===== config.mk =====
export PLATFORM = sky130hd
export DESIGN_NAME = mux_sel_pipe
export DESIGN_NICKNAME = d
export VERILOG_FILES = /design/src/rtl/mux_sel_pipe.sv
export SDC_FILE = /design/constraint.sdc
export NUM_CORES = 1
export LEC_CHECK = 0
export ABC_AREA = 0
export CAP_MARGIN = 0
export CORE_AREA = 2 2 124 126
export DETAILED_ROUTE_END_ITERATION = 12
export DIE_AREA = 0 0 126 128
export PLACE_DENSITY = 0.81
export SYNTH_ARGS = -nofsm -noshare
export SYNTH_HDL_FRONTEND = slang
export SYNTH_SLANG_ARGS = --single-unit

===== constraint.sdc =====
create_clock -name clk -period 3 [get_ports clk]
set_clock_uncertainty 0.15 [all_clocks]
set_input_delay 0.6 -clock clk [delete_from_list [all_inputs] [get_ports clk]]
set_output_delay 0.6 -clock clk [all_outputs]
set_load 0.03 [all_outputs]

===== src/rtl/mux_sel_pipe.sv =====
// mux_sel_pipe: registered NCH-channel, WIDTH-bit selector with per-channel handshake and 2-entry output skid buffer.
// Round-robin scan mode (mode=1) is built only when MUX_SEL_PIPE_RR_EN is defined; otherwise mode is ignored.
module mux_sel_pipe #(
  parameter int WIDTH = 16,
  parameter int NCH   = 16,
  parameter int SELW  = $clog2(NCH)
) (
  input  logic                 clk,
  input  logic                 rst_n,
  input  logic [NCH*WIDTH-1:0] in_data,
  input  logic [NCH-1:0]       in_valid,
  output logic [NCH-1:0]       in_ready,
  input  logic [SELW-1:0]      sel,
  input  logic                 sel_load,
  input  logic                 mode,
  output logic [WIDTH-1:0]     out_data,
  output logic [SELW-1:0]      out_ch,
  output logic                 out_valid,
  input  logic                 out_ready
);

  typedef enum logic [1:0] {
    ST_EMPTY = 2'd0,
    ST_ONE   = 2'd1,
    ST_TWO   = 2'd2
  } buf_state_e;

  buf_state_e       state_r;
  buf_state_e       state_nxt_s;
  logic [SELW-1:0]  cur_sel_r;
  logic [SELW-1:0]  grant_s;
  logic             grant_vld_s;
  logic [WIDTH-1:0] grant_data_s;
  logic             sel_ok_s;
  logic             xfer_s;
  logic             pop_s;
  logic             load_head_s;
  logic             load_skid_s;
  logic             shift_skid_s;
  logic [WIDTH-1:0] head_data_r;
  logic [WIDTH-1:0] skid_data_r;
  logic [SELW-1:0]  head_ch_r;
  logic [SELW-1:0]  skid_ch_r;
  logic             out_valid_r;

  assign sel_ok_s     = ({1'b0, sel} < (SELW+1)'(NCH));
  assign grant_data_s = in_data[int'(grant_s)*WIDTH +: WIDTH];
  assign pop_s        = out_valid_r && out_ready;

`ifdef MUX_SEL_PIPE_RR_EN
  localparam int CW = SELW + 2;

  logic [SELW-1:0] last_g_r;
  logic [SELW-1:0] rr_g_s;
  logic            rr_vld_s;
  logic [CW-1:0]   base_s;
  logic [CW-1:0]   sum_s;
  logic [NCH-1:0]  rot_s;

  // Round-robin search: rotate valids so bit 0 is last_g+1, pick lowest set bit, unrotate
  always_comb begin
    base_s   = CW'(last_g_r) + CW'(1);
    rot_s    = NCH'({in_valid, in_valid} >> base_s);
    sum_s    = base_s;
    rr_vld_s = |rot_s;
    for (int j = NCH - 1; j >= 0; j--) begin
      sum_s = rot_s[j] ? (base_s + CW'(j)) : sum_s;
    end
    if (sum_s >= CW'(NCH)) begin
      rr_g_s = SELW'(sum_s - CW'(NCH));
    end else begin
      rr_g_s = SELW'(sum_s);
    end
  end

  assign grant_s     = mode ? rr_g_s : cur_sel_r;
  assign grant_vld_s = mode ? rr_vld_s : in_valid[cur_sel_r];

  // Last granted channel, advanced only by a completed input transfer
  always_ff @(posedge clk or negedge rst_n) begin
    if (!rst_n) begin
      last_g_r <= SELW'(NCH - 1);
    end else if (xfer_s) begin
      last_g_r <= grant_s;
    end else begin
      last_g_r <= last_g_r;
    end
  end
`else
  logic unused_mode_s;

  assign unused_mode_s = mode;
  assign grant_s       = cur_sel_r;
  assign grant_vld_s   = in_valid[cur_sel_r];
`endif

  // Fixed-mode select register; out-of-range indices are dropped
  always_ff @(posedge clk or negedge rst_n) begin
    if (!rst_n) begin
      cur_sel_r <= '0;
    end else if (sel_load && sel_ok_s) begin
      cur_sel_r <= sel;
    end else begin
      cur_sel_r <= cur_sel_r;
    end
  end

  // Buffer occupancy state register
  always_ff @(posedge clk or negedge rst_n) begin
    if (!rst_n) begin
      state_r <= ST_EMPTY;
    end else begin
      state_r <= state_nxt_s;
    end
  end

  // Buffer occupancy next-state
  always_comb begin
    state_nxt_s = state_r;
    case (state_r)
      ST_EMPTY: state_nxt_s = xfer_s ? ST_ONE : ST_EMPTY;
      ST_ONE: begin
        if (xfer_s && !pop_s) begin
          state_nxt_s = ST_TWO;
        end else if (!xfer_s && pop_s) begin
          state_nxt_s = ST_EMPTY;
        end else begin
          state_nxt_s = ST_ONE;
        end
      end
      ST_TWO:   state_nxt_s = pop_s ? ST_ONE : ST_TWO;
      default:  state_nxt_s = ST_EMPTY;
    endcase
  end

  // Handshake decode: one-hot ready (held low in reset) and buffer load strobes
  always_comb begin
    in_ready = '0;
    xfer_s   = rst_n && grant_vld_s && (state_r != ST_TWO);
    if (xfer_s) begin
      in_ready[grant_s] = 1'b1;
    end else begin
      in_ready = '0;
    end
    load_head_s  = xfer_s && ((state_r == ST_EMPTY) || ((state_r == ST_ONE) && pop_s));
    load_skid_s  = xfer_s && (state_r == ST_ONE) && !pop_s;
    shift_skid_s = pop_s && (state_r == ST_TWO);
  end

  // Head/skid data registers and registered valid
  always_ff @(posedge clk or negedge rst_n) begin
    if (!rst_n) begin
      head_data_r <= '0;
      head_ch_r   <= '0;
      skid_data_r <= '0;
      skid_ch_r   <= '0;
      out_valid_r <= 1'b0;
    end else begin
      if (load_head_s) begin
        head_data_r <= grant_data_s;
        head_ch_r   <= grant_s;
      end else if (shift_skid_s) begin
        head_data_r <= skid_data_r;
        head_ch_r   <= skid_ch_r;
      end else begin
        head_data_r <= head_data_r;
        head_ch_r   <= head_ch_r;
      end
      if (load_skid_s) begin
        skid_data_r <= grant_data_s;
        skid_ch_r   <= grant_s;
      end else begin
        skid_data_r <= skid_data_r;
        skid_ch_r   <= skid_ch_r;
      end
      out_valid_r <= (state_nxt_s != ST_EMPTY);
    end
  end

  assign out_data  = head_data_r;
  assign out_ch    = head_ch_r;
  assign out_valid = out_valid_r;

endmodule


# ---- Word-level counts from Yosys, hierarchy flattened
# Cells that the tools add are included.
dict set report classes {
  magnitude_cmp 2
  n_eq_ne 3
  shift 1
  n_mux 14
  n_reduce_logical 17
}
# op n
set op_table {}
lappend op_table {{$shiftx 256x9->16} 1}
lappend op_table {{$mux 16} 3}
lappend op_table {{$logic_and 1x1->1} 11}
lappend op_table {{$mux 4} 2}
lappend op_table {{$pmux 2 s3} 1}
lappend op_table {{$lt 4x5->1 const B} 1}
lappend op_table {{$bmux 1 s4} 1}
lappend op_table {{$demux 1 s4} 1}
lappend op_table {{$ge 4x1->1 const B} 1}
lappend op_table {{$mux 1} 4}
lappend op_table {{$mux 2} 2}
lappend op_table {{$reduce_bool 2->1} 2}
lappend op_table {{$eq 2x1->1 const B} 1}
lappend op_table {{$eq 2x2->1 const B} 1}
lappend op_table {{$logic_not 1->1} 2}
lappend op_table {{$logic_not 2->1} 1}
lappend op_table {{$ne 2x2->1 const B} 1}
lappend op_table {{$logic_or 1x1->1} 1}
dict set report word_totals {
  reg_bits 47
  inputBits 281
  out_inout_bits 37
}

# ---- Depth between registers and ports, before layout
dict set report depth {
  depth_word 10
  ltp_mapped 10
  mapped_depth_nobuf 8
}

# ---- Least setup slack after synthesis
# OpenSTA, ideal clock, no wires.
dict set report synth_timing {
  kind {flip-flop to output port}
  startpoint {register cur_sel_r[3]}
  endpoint {output in_ready[12]}
  t_arrival_ns 2.162
  path_slack_ns 0.088
  path_stages_with_launch 7
  path_cell_list {dfrtp_1 > clkbuf_1 > and2_1 > buf_1 > clkbuf_1 > nand3_1 > nor3_1}
}
dict set report synth_between {
  elab_chain_len 5
}
# element line_no
set synth_rtl {}
lappend synth_rtl {{start: declaration} 30} ;# logic [SELW-1:0] cur_sel_r;
lappend synth_rtl {{start signal: assignment} 102} ;# cur_sel_r <= sel;
lappend synth_rtl {{start signal: assignment} 104} ;# cur_sel_r <= cur_sel_r;
lappend synth_rtl {{$lt 4x5->1 (implied by the code), or another cell as far along} 141} ;# in_ready[grant_s] = 1'b1;
lappend synth_rtl {{$logic_and 1x1->1 (implied by the code) / $mux 1 (equally long branches)} {141, 94}}
lappend synth_rtl {{$mux 1 (implied by the code) / $logic_and 1x1->1 (equally long branches)} {141, 139}}
lappend synth_rtl {{$demux 1 s4 / $logic_and 1x1->1 (equally long branches)} {141, 139}}
lappend synth_rtl {{$mux 16 *} 140} ;# if (xfer_s) begin
lappend synth_rtl {{end: declaration} 12} ;# output logic [NCH-1:0] in_ready,
# Every way passes the cells marked *; elsewhere a longest branch is shown, timed or not. The select of a mux whose other input is x is not followed.

# ---- Worst setup path in the final report
dict set report layout_timing {
  startpoint {input in_valid[0]}
  endpoint {output in_ready[0]}
}
dict set report layout_between {
  elab_chain_len 5
}
# element line_no
set layout_rtl {}
lappend layout_rtl {{start: declaration} 11} ;# input logic [NCH-1:0] in_valid,
lappend layout_rtl {{$bmux 1 s4} 94} ;# assign grant_vld_s = in_valid[cur_sel_r];
lappend layout_rtl {{$mux 1 (implied by the code)} 94}
lappend layout_rtl {{$logic_and 1x1->1 (2 in series)} 139} ;# xfer_s = rst_n && grant_vld_s && (state_r != ST_TWO);
lappend layout_rtl {{$mux 16} 140}
# No other way between the ends. The select of a mux whose other input is x is not followed.

==> run summary <==
Max IR drop VDD - 0.253 mV
Area Overhead vs Synth - 86.4%
Critical path capture point type - primary output
Post-route ant nets - 0
Chip height - 128 µm
Clk_lat worst skew - 0.28 ns
Post-route cell area - 7910 µm²
Cts bufs inserted - 5
Synth area leader - mux4_2
Most common library cells after synthesis - mux4_2, mux2_2, dfrtp_1, a22oi_1, nand2_1
Clk buf depth - 2
Req. time, crit path - 2.25 ns
Detailed Route Iter0 Violations - 249
Worst hold path class - in -> async
Ports - 318
Worst slack, placed - -0.0371 ns
DP Area - 7710 µm²
Ant diodes - 0
Met3 capacity usage during global routing - 0.0505
Syn Area/Cell - 13.0 µm²
Pwr Total - 4.02 mW
CTS tree - built
DR pass1 iterations - 4
# placed instances - 825
CTS Root Cell - clkbuf_16
Largest net degree at the start of global routing - 44
Nets - 926
Hold slack - 0.187 ns
Port bufs - 316
Total GRT Usage - 0.225
Clock Pin Slew Worst Setup and Hold Paths - 0.06 ns
Async set or reset register ratio after synthesis - 1.00
Crit path kind - in -> out
CP Max Fanout - 4
Post-Syn Area - 4240 µm²
Setup TNS - -0.0194 ns
Number of global-route vias before repair - 4803
LEAKAGE - 3.06 nW
Grt total ovfl - 0
Top cell type's share of synthesized area - 0.340
Worst-margin pin slew - 0.608 ns
Drt total wl - 19100 µm
Final Hold Viols - 0
Fin crit share - 1.01
Crit path time final - 3.02 ns
RD Place Congestion - 0.823
Synth Net Count - 609
Status - complete, but fails checks
Drt drc - 0
CTS sink cnt - 47
Gr busiest metal - met2
Die width - 126 µm
Post-synth top flop - dfrtp_1
Grt met1 use - 0.282
Slew Limit Fails - 0
Detail Placement HPWL - 16200 µm
RSZ-0062 raised after global routing - true
Row count - 45
Drt wl/cell - 22.9 µm
Post-synth EDFFs - 0
Power Dens Cells - 509 nW/µm²
Violated checks - setup timing
Layout Cells excl Fill - 833
Post-synth cell types - 34
Die footprint - 16100 µm²
Fin worst setup slack - -0.0194 ns
Initial antenna violation count - 3
# Post-CTS Setup Buffers - 0
Top-count cell post-synth - mux4_2
Register area share after synthesis - 0.277
Critical Path Start Type - primary input
Synth area leaders - mux4_2, dfrtp_1, mux2_2
Worst relative slew slack - 0.594
Max Freq - 331 MHz
H-tree Lvls - 2
Vias - 4403
Synthesized flop and latch total - 47
# setup viols final - 1
Share of cells above drive strength 1 - 0.293
Final Util - 0.532
R2r setup slk - 0.33 ns
Hold buffers post-CTS - 0
Initial Utilization - 0.286
Vias per std cell - 5.29
First-pass GRT wire length - 27600 µm
MaxCap Viol Count - 0
Grt met2 use - 0.403
Mapped Cells - 327
Synth warn - 0
Area of the core - 14900 µm²
CP Data Arrival Time - 2.27 ns
## report_power, final
group | internal [mW] | switching (mW) | total [mW] | leakage (nW)
Clock | 0.414 | 0.219 | 0.633 | 0.0868
Sequential | 0.927 | 0.184 | 1.11 | 0.572
Combinational | 1.31 | 0.975 | 2.28 | 2.40
Total | 2.65 | 1.38 | 4.02 | 3.06
## critical path, stage by stage
cell             delay, ns
clkdlybuf4s50_1       0.40
mux2_4                0.29
o311ai_4              0.22
and4b_2               0.30
nand3_1               0.18
nor3_1                0.07
buf_4                 0.20
## state kept, by name, indices dropped and copies added (netlist names)
register     count
out_ch           4
state_r          2
cur_sel_r        4
out_valid        1
skid_ch_r        4
skid_data_r     16
out_data        16
## per-layer routing
layer / share of wire / vias up / wire [µm]
met3: 0.070 / 18 / 1340
met4: 0.010 / 4 / 194
met5: 0.0012 / - / 23
met2: 0.52 / 205 / 10000
li1: - / 1965 / -
met1: 0.39 / 2211 / 7540
## cells in the final DEF, fill, tap and decap left out, drive strengths merged, types with 4 or more instances in the layout
cell / netlist / routed
mux2i: 6 / 6
nand3: 7 / 7
nor2b: 5 / 5
clkdlybuf4s50: 0 / 299
mux2: 63 / 63
buf: 14 / 42
mux4: 64 / 64
a22oi: 33 / 33
nor2: 18 / 18
nor3: 5 / 5
nand2: 26 / 26
clkbuf: 17 / 6
nand2b: 4 / 4
dfrtp: 47 / 47
## final cells by class
type / instances / area (µm²)
Inverter: 1 / 3.75
Multi-Input combinational cell: 248 / 2950
Fill cell: 1305 / 6950
Clock inverter: 2 / 35.0
Sequential cell: 47 / 1180
Timing Repair Buffer: 341 / 3370
Tap cell: 188 / 235
Clock buffer: 6 / 139
## kinds of logic after synthesis
kind of cell / count (synthesis) / share of synthesized area
buffers and inverters: 32 / 0.0377
muxes: 133 / 0.522
and+or+nand+nor: 69 / 0.0731
DFF: 47 / 0.277
adders and majority gates: 1 / 0.00295
AOI/OAI and AO/OA: 45 / 0.0873
## worst paths after layout
kind / end / start / depth (start not counted)
setup / recovery: in_ready[0] / in_valid[0] / 7
hold / removal: cur_sel_r[0] / rst_n / 2
setup reg to reg: out_valid / cur_sel_r[1] / 9
hold reg to reg: skid_ch_r[2] / skid_ch_r[2] / 1
max in group asynchronous: cur_sel_r[1] / rst_n / 2
min in group clk: skid_ch_r[2] / skid_ch_r[2] / 1
## timing repair
action | CTS | global route
gates resized for setup | 3 | 4
setup endpoints to repair | 3 | 14
gates cloned | 0 | 0
No activity file was read; power rests on OpenSTA's default activity.
